===== src/rtl/operand_fetch.sv =====
// Operand fetch: regfile read, EX/MEM/WB bypass, hazard stall and a registered valid/ready output stage.
// Optional hazard-stall counter built only when OPFETCH_STATS_EN is defined.
`default_nettype none

module operand_fetch #(
  parameter int XLEN  = 32,
  parameter int AW    = 5,
  parameter int TAG_W = 32
) (
  input  logic             clk,
  input  logic             rst,
  input  logic             in_valid,
  output logic             in_ready,
  input  logic [AW-1:0]    in_rs1,
  input  logic [AW-1:0]    in_rs2,
  input  logic             in_use2,
  input  logic [AW-1:0]    in_rd,
  input  logic [TAG_W-1:0] in_tag,
  output logic [AW-1:0]    raddr1,
  output logic [AW-1:0]    raddr2,
  input  logic [XLEN-1:0]  rdata1,
  input  logic [XLEN-1:0]  rdata2,
  input  logic             ex_we,
  input  logic [AW-1:0]    ex_waddr,
  input  logic [XLEN-1:0]  ex_wdata,
  input  logic             ex_dvalid,
  input  logic             mem_we,
  input  logic [AW-1:0]    mem_waddr,
  input  logic [XLEN-1:0]  mem_wdata,
  input  logic             mem_dvalid,
  input  logic             wb_we,
  input  logic [AW-1:0]    wb_waddr,
  input  logic [XLEN-1:0]  wb_wdata,
  input  logic             flush,
  output logic             out_valid,
  input  logic             out_ready,
  output logic [XLEN-1:0]  out_op1,
  output logic [XLEN-1:0]  out_op2,
  output logic [AW-1:0]    out_rd,
  output logic [TAG_W-1:0] out_tag,
  output logic [15:0]      stall_cnt
);

  // Returns {hazard, value}; the first matching stage wins, even when its data is not ready yet.
  function automatic logic [XLEN:0] resolve(
    input logic [AW-1:0]   rs,
    input logic [XLEN-1:0] rf_data,
    input logic            e_we,
    input logic [AW-1:0]   e_addr,
    input logic [XLEN-1:0] e_data,
    input logic            e_ok,
    input logic            m_we,
    input logic [AW-1:0]   m_addr,
    input logic [XLEN-1:0] m_data,
    input logic            m_ok,
    input logic            w_we,
    input logic [AW-1:0]   w_addr,
    input logic [XLEN-1:0] w_data
  );
    logic [XLEN:0] res;
    res = '0;
    if (rs == '0) begin
      res = '0;
    end else if (e_we && (e_addr == rs)) begin
      res = {!e_ok, e_data};
    end else if (m_we && (m_addr == rs)) begin
      res = {!m_ok, m_data};
    end else if (w_we && (w_addr == rs)) begin
      res = {1'b0, w_data};
    end else begin
      res = {1'b0, rf_data};
    end
    return res;
  endfunction

  logic [XLEN:0]      sel1_s;
  logic [XLEN:0]      sel2_s;
  logic               hazard_s;
  logic               in_ready_s;
  logic               accept_s;

  logic               valid_q, valid_d;
  logic [XLEN-1:0]    op1_q, op1_d;
  logic [XLEN-1:0]    op2_q, op2_d;
  logic [AW-1:0]      rd_q, rd_d;
  logic [TAG_W-1:0]   tag_q, tag_d;

  assign raddr1 = in_rs1;
  assign raddr2 = in_rs2;

  // Operand selection, hazard detection and handshake.
  always_comb begin
    sel1_s = resolve(in_rs1, rdata1, ex_we, ex_waddr, ex_wdata, ex_dvalid,
                     mem_we, mem_waddr, mem_wdata, mem_dvalid, wb_we, wb_waddr, wb_wdata);
    sel2_s = resolve(in_rs2, rdata2, ex_we, ex_waddr, ex_wdata, ex_dvalid,
                     mem_we, mem_waddr, mem_wdata, mem_dvalid, wb_we, wb_waddr, wb_wdata);
    hazard_s   = sel1_s[XLEN] || (in_use2 && sel2_s[XLEN]);
    in_ready_s = !hazard_s && !flush && (!valid_q || out_ready);
    accept_s   = in_valid && in_ready_s;
  end

  assign in_ready = in_ready_s;

  // Output stage next state: flush squashes, accept loads, fire without accept drains.
  always_comb begin
    valid_d = valid_q;
    op1_d   = op1_q;
    op2_d   = op2_q;
    rd_d    = rd_q;
    tag_d   = tag_q;
    if (flush) begin
      valid_d = 1'b0;
    end else if (accept_s) begin
      valid_d = 1'b1;
      op1_d   = sel1_s[XLEN-1:0];
      op2_d   = sel2_s[XLEN-1:0];
      rd_d    = in_rd;
      tag_d   = in_tag;
    end else if (out_ready) begin
      valid_d = 1'b0;
    end else begin
      valid_d = valid_q;
    end
  end

  // Output stage registers.
  always_ff @(posedge clk or negedge rst) begin
    if (!rst) begin
      valid_q <= 1'b0;
      op1_q   <= '0;
      op2_q   <= '0;
      rd_q    <= '0;
      tag_q   <= '0;
    end else begin
      valid_q <= valid_d;
      op1_q   <= op1_d;
      op2_q   <= op2_d;
      rd_q    <= rd_d;
      tag_q   <= tag_d;
    end
  end

  assign out_valid = valid_q;
  assign out_op1   = op1_q;
  assign out_op2   = op2_q;
  assign out_rd    = rd_q;
  assign out_tag   = tag_q;

`ifdef OPFETCH_STATS_EN
  logic [15:0] stall_q, stall_d;

  // Saturating count of cycles where a valid instruction waits on a hazard.
  always_comb begin
    stall_d = stall_q;
    if (in_valid && hazard_s && !flush && (stall_q != 16'hFFFF)) begin
      stall_d = stall_q + 16'd1;
    end else begin
      stall_d = stall_q;
    end
  end

  // Stall counter register.
  always_ff @(posedge clk or negedge rst) begin
    if (!rst) begin
      stall_q <= 16'd0;
    end else begin
      stall_q <= stall_d;
    end
  end

  assign stall_cnt = stall_q;
`else
  assign stall_cnt = 16'd0;
`endif

endmodule

`default_nettype wire


===== config.mk =====
export PLATFORM = sky130hd
export DESIGN_NAME = operand_fetch
export DESIGN_NICKNAME = d
export VERILOG_FILES = /design/src/rtl/operand_fetch.sv
export SDC_FILE = /design/constraint.sdc
export NUM_CORES = 1
export LEC_CHECK = 0
export CORE_MARGIN = 10
export CORE_UTILIZATION = 25
export CTS_BUF_LIST = sky130_fd_sc_hd__clkbuf_16
export DETAILED_ROUTE_END_ITERATION = 8
export HOLD_SLACK_MARGIN = 0.05
export PLACE_DENSITY = 0.52
export SLEW_MARGIN = 15
export SYNTH_ARGS = -nofsm -noshare
export SYNTH_HDL_FRONTEND = slang
export SYNTH_SLANG_ARGS = --single-unit

===== constraint.sdc =====
create_clock -name clk -period 3.4 [get_ports clk]
set_input_delay 0.85 -clock clk [delete_from_list [all_inputs] [get_ports clk]]
set_output_delay 0.85 -clock clk [all_outputs]
set_load 0.05 [all_outputs]

==> reports/metrics.yaml <==
synth:
  synthArstFlopShare_pct: 100
  synthAdderAreaFrac_pct: 0
  synth_compound_area_share_pct: 12.6
  synth_mux_area_share_pct: 24.8
  syn_area_um2: 6940
  synth_cell_type_count: 41
  yosys_warnings: 0
  synth_flop_cell: "dfrtp_1"
  post_synth_xor_area_fraction_pct: 3.78
  ys_ff_latch: 102
  synth_edf_count: 0
  synth_top_family_by_area: "multiplexers"
  ys_seq_area_share_pct: 36.8
  syn_inst: 679
  avgSynthCellArea_um2: 10.2
  synthSimpleGateAreaFrac_pct: 13.4
layout:
  areaGrowthSynthToFinish_pct: 64.6
  drive_gt1_share_pct: 20.6
  num-nets-final: 1265
  utilization_pct: 42.0
  nFillCells: 2657
timing:
  fmax_ghz: 0.299
  rsz0062_at_grt: "no"
  final_hold_viol_count: 0
  setup_viol: 0
  period_needed_ps: 3340
  tightestPinTransition_ps: 612
  skew_ps: 8.87
  fin_crit_sh_pct: 98.3
  timing.slew.headroom_pct: 59.1
  hold_slack_ps: 473
  maxSlewViolCount: 0
critical_path:
  crit_buf_inv: 3
  critPathLaunchType: "input port"
  ff2ff_setup_slack_ps: 1550
  critical_path_required_ps: 2550
  worstSetupPathType: "in2out"
  rr_startpoint: "out_valid"
  critPathMaxStageDelay_ps: 550
  crit_path_end_kind: "output pin"
  reg2reg_to: "out_op1[9]"
  crit_fanout: 2
  cp_slowest_cell: "or4_4"
  cpLargestDelayFamily: "simple AND/OR/NAND/NOR gates"
  worstPathArrival_ps: 2490
  crit_chain: "dlygate4sd2_1 -> or4_4 -> nor2_4 -> buf_4 -> a21oi_4 -> a32oi_2 -> o211a_1 -> buf_12"
  ff2ff_path_depth: 6
cts:
  cts.clk_slew.worst_paths_ps: 80
  ctsHoldBuffers: 0
  cts_buffers: 9
  clk_path_buf_depth: 2
  h-tree-depth: 3
  clock-root-buffer: "clkbuf_16"
  cts_tree: "done"
  cts.sinks: 102
  clock_latency_ps: 360
global_routing:
  grt_pass1_vias: 7095
  grt-ovfl-total: 0
  grt_pass1_wl_um: 47800
  antenna_found_initial: 2
  grt_usage_pct: 17.7
  grt_max_degree: 65
floorplan:
  initial_core_util_pct: 25.5
  die_y_um: 187
  ios: 362
  dieWidth_um: 187
  rows: 60
  core_um2: 27200
  die_area_um2: 34800
placed_design:
  io_buffers: 345
  hpwlAfterDp_um: 25000
  gp_congestion: 0.806
detailed_routing:
  routed_via_density: 4.81
  dr.pass1.iters: 4
  wl_per_cell_um: 23.0
  antenna_left: 0
  first_iter_violations: 314
  drc: 0
  drt-total-wl_um: 32400
  vias: 6789
job:
  maxCapViolCount: 0
pwr:
  vdd_drop_max_mv: 0.210
  finalPower_mw: 5.42
  p_leak_nw: 4.47
  power_density_nw_per_um2: 475
hold_path:
  hold_path_class: "in2async"
run_status:
  status: "completed"
[worst reg2reg max path, delay by kind of cell (launching register included)]
family / cells / cell delay, ps
muxes: 1 / 340
DFF: 1 / 370
and+or+nand+nor: 2 / 440
AOI/OAI and AO/OA: 1 / 250
buffers and inverters: 2 / 340
[cells in the final DEF, fill, tap and decap left out, types with 3 or more instances in the layout]
master,count
o21ai_0,64
mux2_1,9
mux2_2,22
nand4_1,34
clkdlybuf4s50_1,315
nor3_1,32
nand2_1,66
xnor2_1,14
xor2_1,13
conb_1,16
a211oi_1,32
nand3_1,32
o211ai_1,32
dfrtp_1,102
mux2i_1,32
buf_4,70
dlygate4sd2_1,8
buf_12,14
mux2_4,70
nor2_1,3
dlymetal6s2s_1,9
clkbuf_16,9
[cell families after synthesis]
family	Yosys count
other cells	1
buf+inv	91
simple gates	187
compound gates	135
mux	133
flops	102
xor+xnor	30
[registers in the layout (all words and copies together) (netlist names)]
register,flops
out_op1,32
out_op2,32
out_rd,5
out_tag,32
out_valid,1
[synthesized netlist by cell type, types with 5 or more instances]
cell type    n  area share (%)
a211oi_1    32             3.5
buf_12       8             2.3
buf_4       28             3.0
clkbuf_1    44             2.4
dfrtp_1    102              37
mux2_1       9             1.5
mux2_2      22             3.6
mux2_4      70              15
mux2i_1     32             4.6
nand2_1     66             3.6
nand3_1     32             2.3
nand4_1     34             3.1
nor2_1       5            0.27
nor3_1      32             2.3
o211ai_1    32             3.5
o21ai_0     65             4.7
xnor2_1     15             1.9
xor2_1      15             1.9
[power by group]
group / total [mW] / switching, mW / internal, mW / leakage, nW
Sequential: 1.62 / 0.151 / 1.47 / 1.21
Clock: 1.13 / 0.536 / 0.589 / 0.147
Combinational: 2.68 / 1.56 / 1.12 / 3.12
[layer usage]
metal  part of all wire [%]  global-route usage, %
met1                     43                   21.4
met2                     48                   30.3
met3                    7.2                   5.27
met4                    1.2                   3.88
met5                  0.052                      0
[timing repair]
| action | CTS | global route |
|---|---|---|
| setup endpoints to repair | 1 | 99 |
| pin swaps | 7 | 8 |
| setup buffers | 5 | 1 |
| resized for setup | 16 | 14 |
[through the flow]
step                      setup TNS (ps)  worst slack [ps]  area (um2)  cells
after detailed placement           -3270              -159       11000   1387
after global routing                   0              8.60       11400   1409
after floorplan                        0               214        7000    694
after global placement             -2350              -154       11000   1387
final                                  0              57.2       11400   1410
after CTS                              0              6.23       11400   1408
[area by class of cell]
cell class	instances	area [um2]	area share, %
timing repair buffer	417	4150	36.3
multi-input combinational	501	3940	34.5
sequential	102	2550	22.3
tap	372	465	4.07
clock buffer	9	225	1.97
clock inverter	7	90.1	0.788
inverter	1	3.75	0.0328
antenna	1	2.50	0.0219
[worst max path at each step]
stage | startpoint | end | slack, ps | cells past startpoint
6_report | in_rs1[1] | in_ready | 60 | 8
5_1_grt | in_rs1[1] | in_ready | 9 | 7
4_1_cts | ex_waddr[4] | in_ready | 6 | 8
3_5_place_dp | in_rs2[3] | in_ready | -160 | 8
3_3_place_gp | in_rs1[1] | in_ready | -150 | 8
2_1_floorplan | in_rs1[1] | in_ready | 210 | 6
Note: power is estimated with default switching activity, not from simulation.
